<file path="config.mk">
export PLATFORM = sky130hd
export DESIGN_NAME = key_schedule_seq
export DESIGN_NICKNAME = d
export VERILOG_FILES = /design/src/rtl/key_schedule_seq_pkg.sv /design/src/rtl/key_schedule_seq_sbox.sv /design/src/rtl/key_schedule_seq.sv
export SDC_FILE = /design/constraint.sdc
export NUM_CORES = 2
export LEC_CHECK = 0
export ABC_AREA = 1
export BUFFER_PORTS_ARGS = -buffer_cell sky130_fd_sc_hd__buf_2
export CAP_MARGIN = 20
export CORE_ASPECT_RATIO = 0.7
export CORE_MARGIN = 10
export CORE_UTILIZATION = 50
export DETAILED_ROUTE_END_ITERATION = 10
export PLACE_DENSITY_LB_ADDON = 0.3
export RECOVER_POWER = 50
export REMOVE_ABC_BUFFERS = 1
export SYNTH_ARGS = -nofsm -noshare
export SYNTH_HDL_FRONTEND = slang
export SYNTH_SLANG_ARGS = --single-unit
</file>
<file path="constraint.sdc">
create_clock -name clk -period 12.27 [get_ports clk]
set_input_delay 2.454 -clock clk [delete_from_list [all_inputs] [get_ports clk]]
set_output_delay 2.454 -clock clk [all_outputs]
set_load 0.01 [all_outputs]
</file>
<file path="src/rtl/key_schedule_seq_pkg.sv">
// Shared definitions for the sequential AES key-schedule engine.
package key_schedule_seq_pkg;

  typedef enum logic [1:0] {
    KL_128     = 2'd0,
    KL_192     = 2'd1,
    KL_256     = 2'd2,
    KL_ILLEGAL = 2'd3
  } key_len_e;

  typedef enum logic [1:0] {
    ST_IDLE,
    ST_LOAD,
    ST_EXPAND,
    ST_DONE
  } state_t;

  // Nk: key length in 32-bit words.
  function automatic logic [3:0] nk_of(input logic [1:0] kl);
    case (kl)
      2'd1:    return 4'd6;
      2'd2:    return 4'd8;
      default: return 4'd4;
    endcase
  endfunction

  // Nr: number of rounds.
  function automatic logic [3:0] nr_of(input logic [1:0] kl);
    return nk_of(kl) + 4'd6;
  endfunction

  // Total schedule length in words: 4*(Nr+1).
  function automatic logic [5:0] words_of(input logic [1:0] kl);
    return {nr_of(kl), 2'b00} + 6'd4;
  endfunction

  // Key length in bits for a key_len code.
  function automatic int unsigned key_bits_of(input logic [1:0] kl);
    return 32'd128 + 32'(kl) * 32'd64;
  endfunction

  // Multiply by x in GF(2^8), reduction polynomial 0x11b.
  function automatic logic [7:0] xtime(input logic [7:0] b);
    return {b[6:0], 1'b0} ^ (b[7] ? 8'h1b : 8'h00);
  endfunction

  // Cyclic left rotate of a word by one byte.
  function automatic logic [31:0] rot_word(input logic [31:0] w);
    return {w[23:0], w[31:24]};
  endfunction

endpackage

</file>
<file path="src/rtl/key_schedule_seq_sbox.sv">
// key_sbox_word: four parallel combinational AES S-box byte lookups.
module key_sbox_word (
  input  logic [31:0] i_word,
  output logic [31:0] o_word
);

  localparam logic [7:0] SBOX [256] = '{
    8'h63, 8'h7c, 8'h77, 8'h7b, 8'hf2, 8'h6b, 8'h6f, 8'hc5, 8'h30, 8'h01, 8'h67, 8'h2b, 8'hfe, 8'hd7, 8'hab, 8'h76,
    8'hca, 8'h82, 8'hc9, 8'h7d, 8'hfa, 8'h59, 8'h47, 8'hf0, 8'had, 8'hd4, 8'ha2, 8'haf, 8'h9c, 8'ha4, 8'h72, 8'hc0,
    8'hb7, 8'hfd, 8'h93, 8'h26, 8'h36, 8'h3f, 8'hf7, 8'hcc, 8'h34, 8'ha5, 8'he5, 8'hf1, 8'h71, 8'hd8, 8'h31, 8'h15,
    8'h04, 8'hc7, 8'h23, 8'hc3, 8'h18, 8'h96, 8'h05, 8'h9a, 8'h07, 8'h12, 8'h80, 8'he2, 8'heb, 8'h27, 8'hb2, 8'h75,
    8'h09, 8'h83, 8'h2c, 8'h1a, 8'h1b, 8'h6e, 8'h5a, 8'ha0, 8'h52, 8'h3b, 8'hd6, 8'hb3, 8'h29, 8'he3, 8'h2f, 8'h84,
    8'h53, 8'hd1, 8'h00, 8'hed, 8'h20, 8'hfc, 8'hb1, 8'h5b, 8'h6a, 8'hcb, 8'hbe, 8'h39, 8'h4a, 8'h4c, 8'h58, 8'hcf,
    8'hd0, 8'hef, 8'haa, 8'hfb, 8'h43, 8'h4d, 8'h33, 8'h85, 8'h45, 8'hf9, 8'h02, 8'h7f, 8'h50, 8'h3c, 8'h9f, 8'ha8,
    8'h51, 8'ha3, 8'h40, 8'h8f, 8'h92, 8'h9d, 8'h38, 8'hf5, 8'hbc, 8'hb6, 8'hda, 8'h21, 8'h10, 8'hff, 8'hf3, 8'hd2,
    8'hcd, 8'h0c, 8'h13, 8'hec, 8'h5f, 8'h97, 8'h44, 8'h17, 8'hc4, 8'ha7, 8'h7e, 8'h3d, 8'h64, 8'h5d, 8'h19, 8'h73,
    8'h60, 8'h81, 8'h4f, 8'hdc, 8'h22, 8'h2a, 8'h90, 8'h88, 8'h46, 8'hee, 8'hb8, 8'h14, 8'hde, 8'h5e, 8'h0b, 8'hdb,
    8'he0, 8'h32, 8'h3a, 8'h0a, 8'h49, 8'h06, 8'h24, 8'h5c, 8'hc2, 8'hd3, 8'hac, 8'h62, 8'h91, 8'h95, 8'he4, 8'h79,
    8'he7, 8'hc8, 8'h37, 8'h6d, 8'h8d, 8'hd5, 8'h4e, 8'ha9, 8'h6c, 8'h56, 8'hf4, 8'hea, 8'h65, 8'h7a, 8'hae, 8'h08,
    8'hba, 8'h78, 8'h25, 8'h2e, 8'h1c, 8'ha6, 8'hb4, 8'hc6, 8'he8, 8'hdd, 8'h74, 8'h1f, 8'h4b, 8'hbd, 8'h8b, 8'h8a,
    8'h70, 8'h3e, 8'hb5, 8'h66, 8'h48, 8'h03, 8'hf6, 8'h0e, 8'h61, 8'h35, 8'h57, 8'hb9, 8'h86, 8'hc1, 8'h1d, 8'h9e,
    8'he1, 8'hf8, 8'h98, 8'h11, 8'h69, 8'hd9, 8'h8e, 8'h94, 8'h9b, 8'h1e, 8'h87, 8'he9, 8'hce, 8'h55, 8'h28, 8'hdf,
    8'h8c, 8'ha1, 8'h89, 8'h0d, 8'hbf, 8'he6, 8'h42, 8'h68, 8'h41, 8'h99, 8'h2d, 8'h0f, 8'hb0, 8'h54, 8'hbb, 8'h16
  };

  // Byte-wise substitution of the whole word.
  always_comb begin
    o_word = {SBOX[i_word[31:24]], SBOX[i_word[23:16]],
              SBOX[i_word[15:8]],  SBOX[i_word[7:0]]};
  end

endmodule

</file>
<file path="src/rtl/key_schedule_seq.sv">
// Sequential AES key expansion: one schedule word per clock into a
// round-key store, with registered round-key read-back.
module key_schedule_seq
  import key_schedule_seq_pkg::*;
#(
  parameter int unsigned MAX_KEY_BITS = 256
) (
  input  logic         clk,
  input  logic         rst,
  input  logic         start,
  input  logic [1:0]   key_len,
  input  logic [255:0] key,
  output logic         busy,
  output logic         done,
  output logic         ready,
  output logic         err,
  input  logic [3:0]   rd_round,
  output logic [127:0] rd_key
);

  localparam int unsigned MAX_NR = MAX_KEY_BITS / 32 + 6;
  localparam int unsigned WORDS  = 4 * (MAX_NR + 1);

  state_t        r_state, w_next;
  logic [1:0]    r_klen;
  logic [255:0]  r_key;
  logic [5:0]    r_idx;
  logic [3:0]    r_kcnt;
  logic [7:0]    r_rcon;
  logic [31:0]   r_win [8];
  logic          r_ready, r_err;
  logic [127:0]  r_rd_key;
  logic [31:0]   r_mem [WORDS];

  logic          w_accept, w_reject, w_len_ok, w_active;
  logic [3:0]    w_nk;
  logic [5:0]    w_words, w_rd_base;
  logic [2:0]    w_far_sel;
  logic [31:0]   w_sb_in, w_sb_out, w_temp, w_word;
  logic          w_rd_ok;

  assign w_nk      = nk_of(r_klen);
  assign w_words   = words_of(r_klen);
  assign w_len_ok  = (key_len != KL_ILLEGAL) && (key_bits_of(key_len) <= MAX_KEY_BITS);
  assign w_active  = (r_state == ST_LOAD) || (r_state == ST_EXPAND);
  // Window slot Nk-1 holds w[i-Nk]; Nk=8 wraps to slot 7.
  assign w_far_sel = w_nk[2:0] - 3'd1;

  key_sbox_word u_sbox (
    .i_word (w_sb_in),
    .o_word (w_sb_out)
  );

  // Word generator: key words during LOAD, expansion rule during EXPAND.
  always_comb begin
    w_sb_in = (r_kcnt == 4'd0) ? rot_word(r_win[0]) : r_win[0];
    w_temp  = r_win[0];
    if (r_kcnt == 4'd0)
      w_temp = w_sb_out ^ {r_rcon, 24'h0};
    else if ((w_nk == 4'd8) && (r_kcnt == 4'd4))
      w_temp = w_sb_out;
    w_word = (r_state == ST_LOAD) ? r_key[255:224] : (r_win[w_far_sel] ^ w_temp);
  end

  // State register.
  always_ff @(posedge clk) begin
    if (rst) r_state <= ST_IDLE;
    else     r_state <= w_next;
  end

  // Next-state logic and start acceptance/rejection.
  always_comb begin
    w_next   = r_state;
    w_accept = 1'b0;
    w_reject = 1'b0;
    case (r_state)
      ST_IDLE: begin
        if (start) begin
          if (w_len_ok) begin
            w_accept = 1'b1;
            w_next   = ST_LOAD;
          end else begin
            w_reject = 1'b1;
          end
        end
      end
      ST_LOAD:   if (r_idx == {2'b00, w_nk} - 6'd1) w_next = ST_EXPAND;
      ST_EXPAND: if (r_idx == w_words - 6'd1)       w_next = ST_DONE;
      ST_DONE:   w_next = ST_IDLE;
      default:   w_next = ST_IDLE;
    endcase
  end

  // Datapath: key shifter, word index, Nk-phase counter, rcon, window, flags.
  always_ff @(posedge clk) begin
    if (rst) begin
      r_klen   <= '0;
      r_key    <= '0;
      r_idx    <= '0;
      r_kcnt   <= '0;
      r_rcon   <= '0;
      for (int unsigned k = 0; k < 8; k++) r_win[k] <= '0;
      r_ready  <= 1'b0;
      r_err    <= 1'b0;
      r_rd_key <= '0;
    end else begin
      r_err <= w_reject;
      if (w_accept) begin
        r_klen  <= key_len;
        r_key   <= key;
        r_idx   <= '0;
        r_kcnt  <= '0;
        r_rcon  <= 8'h01;
        r_ready <= 1'b0;
      end
      if (w_active) begin
        r_win[0] <= w_word;
        for (int unsigned k = 1; k < 8; k++) r_win[k] <= r_win[k-1];
        r_idx  <= r_idx + 6'd1;
        r_kcnt <= (r_kcnt == w_nk - 4'd1) ? 4'd0 : r_kcnt + 4'd1;
        if (r_state == ST_LOAD) r_key <= r_key << 32;
        if ((r_state == ST_EXPAND) && (r_kcnt == 4'd0)) r_rcon <= xtime(r_rcon);
      end
      if ((r_state == ST_EXPAND) && (w_next == ST_DONE)) r_ready <= 1'b1;
      r_rd_key <= w_rd_ok ? {r_mem[w_rd_base],         r_mem[w_rd_base + 6'd1],
                             r_mem[w_rd_base + 6'd2],  r_mem[w_rd_base + 6'd3]} : '0;
    end
  end

  assign w_rd_base = {rd_round, 2'b00};
  assign w_rd_ok   = r_ready && (rd_round <= nr_of(r_klen));

  // Round-key store write port; contents need no reset.
  always_ff @(posedge clk) begin
    if (w_active) r_mem[r_idx] <= w_word;
  end

  assign busy   = w_active;
  assign done   = (r_state == ST_DONE);
  assign ready  = r_ready;
  assign err    = r_err;
  assign rd_key = r_rd_key;

endmodule

</file>
==> run_results.csv <==
group,metric,value,unit
status,status,"finished, violations left",
grt,antenna_found_initial,20,
route,drt-vias-per-instance,6.18,
clock_network,cts_tree,"yes",
synthesis,synth.cell_area,112000,µm²
final_layout,layout_common_cells,"edfxtp_1, nand2_1, nor2_1",
placed_design,dpl.hpwl,216,mm
final_layout,final_nets,11320,
placed_design,post-place-cells,13774,
setup_path,cpPeakStageDelay,3.04,ns
synthesis,synth_cell_types,46,
synthesis,yosysSeqAreaShare,0.654,
sta,worst_slew_pin_slew,3.80,ns
synthesis,yosys_warnings,0,
setup_path,required,12.90,ns
final_layout,stdcell_area,125000,µm²
grt,grtUsageTotal,0.290,
final_layout,syn_to_final_growth,10.9,%
route,drc,0,
sta,grt_setup_unrepaired,"false",
synthesis,syn_inst,10958,
clock_network,clk_pin_slew,0.06,ns
sta,fmax,114,MHz
power,powerDensity,308,nW/µm²
route,drt_iter0_drc,12533,
sta,fin_crit_sh,0.716,
placed_design,routabilityCongestion,0.946,
sta,fin_skew,0.110,ns
clock_network,root_buffer,"clkbuf_16",
power,leakage,43.6,nW
floorplan,pin_count,397,
clock_network,htreeDepth,4,
final_layout,drive_gt1_frac,0.0851,
synthesis,synth_edf_count,2176,
clock_network,clk_path_buf_depth,4,
final_layout,fillCellCount,18970,
synthesis,async_reset_ff_frac,0,
power,peakVddDrop,0.451,mV
route,wl_per_cell,26.3,µm
grt,grt-ovfl-total,0,
clock_network,clk_latency,0.93,ns
run,max_cap_viol_count,66,
floorplan,die_area,245000,µm²
setup_path,cp_max_fo,101,
final_layout,finalNonFillerCells,14229,
setup_path,path_common_cell,"nor2_1",
synthesis,syn_avg_cell_area,10.3,µm²
floorplan,die_height,417,µm
synthesis,synth_seq_cells,2584,
grt,grt_pass1_wl,546,mm
sta,setup_viol,0,
final_layout,seq_area,73500,µm²
sta,drv_slew,2223,
grt,grt_pass1_vias,81969,
setup_path,path_cells,"clkbuf_1 > nor2_1 > clkinvlp_2 > buf_4 > nor2_1",
setup_path,arrival,9.42,ns
synthesis,synthFlopType,"edfxtp_1",
final_layout,final_util,0.558,
route,drt_wl_total,374,mm
clock_network,cts_setup_buffers,0,
route,via_count,87867,
sta,finalHoldViolCount,0,
setup_path,path_class,"in2reg",
sta,slew_headroom,-1.55,
setup_path,r2r_slack,5.26,ns
route,ant_nets,0,
final_layout,multi_input_area,34400,µm²
worst_hold_path,hold_class,"reg2reg",
clock_network,clkSinkCount,2584,
final_layout,final_common_cell,"edfxtp_1",
clock_network,postCtsHoldBufs,0,
clock_network,cts_buffers,237,
clock_network,cts-resized-gates,0,
route,firstDrtPassIters,10,
floorplan,start_util,0.503,
placed_design,placed_area,117000,µm²
grt,grt_start_max_net_pins,197,
sta,period_minus_slack,8.79,ns
setup_path,cp-end-kind,"flop",
floorplan,core,223000,µm²
setup_path,worst_setup_path_start_kind,"input port",
floorplan,placementRows,145,
setup_path,crit_slowest_cell,"clkinvlp_2",
placed_design,place.port_buffers,396,
floorplan,dieWidth,587,µm
status,violations,"max-capacitance violations, max-slew violations",
==> synthesized netlist by cell type, drive strengths merged, types with 2 or more instances <==
master | instances | area share
o211ai | 197 | 0.013
nand3b | 14 | 0.00093
a32o | 2 | 0.00018
a221oi | 3 | 0.00023
nand4 | 15 | 0.00083
buf | 175 | 0.0082
a211oi | 50 | 0.0033
a31oi | 233 | 0.013
o21ai | 1168 | 0.054
dfxtp | 408 | 0.073
or2 | 14 | 0.00078
ha | 46 | 0.0051
a32oi | 30 | 0.0023
a21oi | 308 | 0.014
nand3 | 1083 | 0.048
nand2 | 2071 | 0.070
o22ai | 299 | 0.017
clkbuf | 607 | 0.020
nor3 | 38 | 0.0017
clkinv | 10 | 0.00033
edfxtp | 2176 | 0.58
nor2 | 1394 | 0.047
inv | 477 | 0.016
a311oi | 104 | 0.0081
o221ai | 30 | 0.0023
==> final timing paths <==
check / end / startpoint / depth (start not counted)
min reg2reg: r_key[156] / r_key[156] / 2
max: r_win[1][22] / rst / 5
min: r_key[156] / r_key[156] / 2
max reg2reg: r_win[1][22] / r_state[0] / 7
==> report_power, final <==
group,switching [mW],internal [mW]
sequential,0.433,14.2
combinational,13.0,3.34
clock,3.23,4.24
total,16.6,21.8
==> cell families after synthesis <==
kind of cell	synth area share
AND/OR/NAND/NOR	0.169
flip-flops	0.654
AO/OA/AOI/OAI	0.127
buffers and inverters	0.0447
adder cells (fa/ha/maj)	0.00512
XOR/XNOR	0.000156
==> critical path: cells and delay by family <==
kind	cells	cell delay, ns
simple gates	2	1.19
buf+inv	3	5.59
==> registers in the layout, indices dropped and copies added (netlist names), 2 cells and up <==
register / cells
rd_key: 128
r_state: 2
r_klen: 2
r_mem: 1920
r_rcon: 8
r_win: 256
r_idx: 6
r_key: 256
r_kcnt: 4
==> per-stage QoR <==
step | hold WS (ns) | TNS (ns) | power [mW] | setup slack [ns]
final | 0.472 | 0 | 38.4 | 3.48
after global routing | 0.488 | 0 | 40.0 | 3.07
after detailed placement | 0.463 | 0 | 30.4 | 5.72
after global placement | 0.459 | 0 | 30.3 | 5.79
after floorplan | 0.445 | -2777.70 | 23.7 | -8.35
after CTS | 0.475 | 0 | 37.8 | 6.54
==> per-layer routing <==
layer  share of wire  global-route usage  routed length, µm
met4           0.036               0.101              13500
met3            0.11              0.0571              40900
met2            0.45               0.446             167000
met5         0.00011                   0                 41
met1            0.41               0.413             152000
==> cell type report <==
| class | instances | area share |
|---|---|---|
| sequential | 2584 | 0.590 |
| timing repair buffer | 594 | 0.0263 |
| clock inverter | 119 | 0.00989 |
| antenna | 9 | 0.000181 |
| multi-input combinational | 7105 | 0.276 |
| tap | 3013 | 0.0302 |
| inverter | 487 | 0.0150 |
| clock buffer | 318 | 0.0529 |
Note: power is estimated with default switching activity, not from simulation.
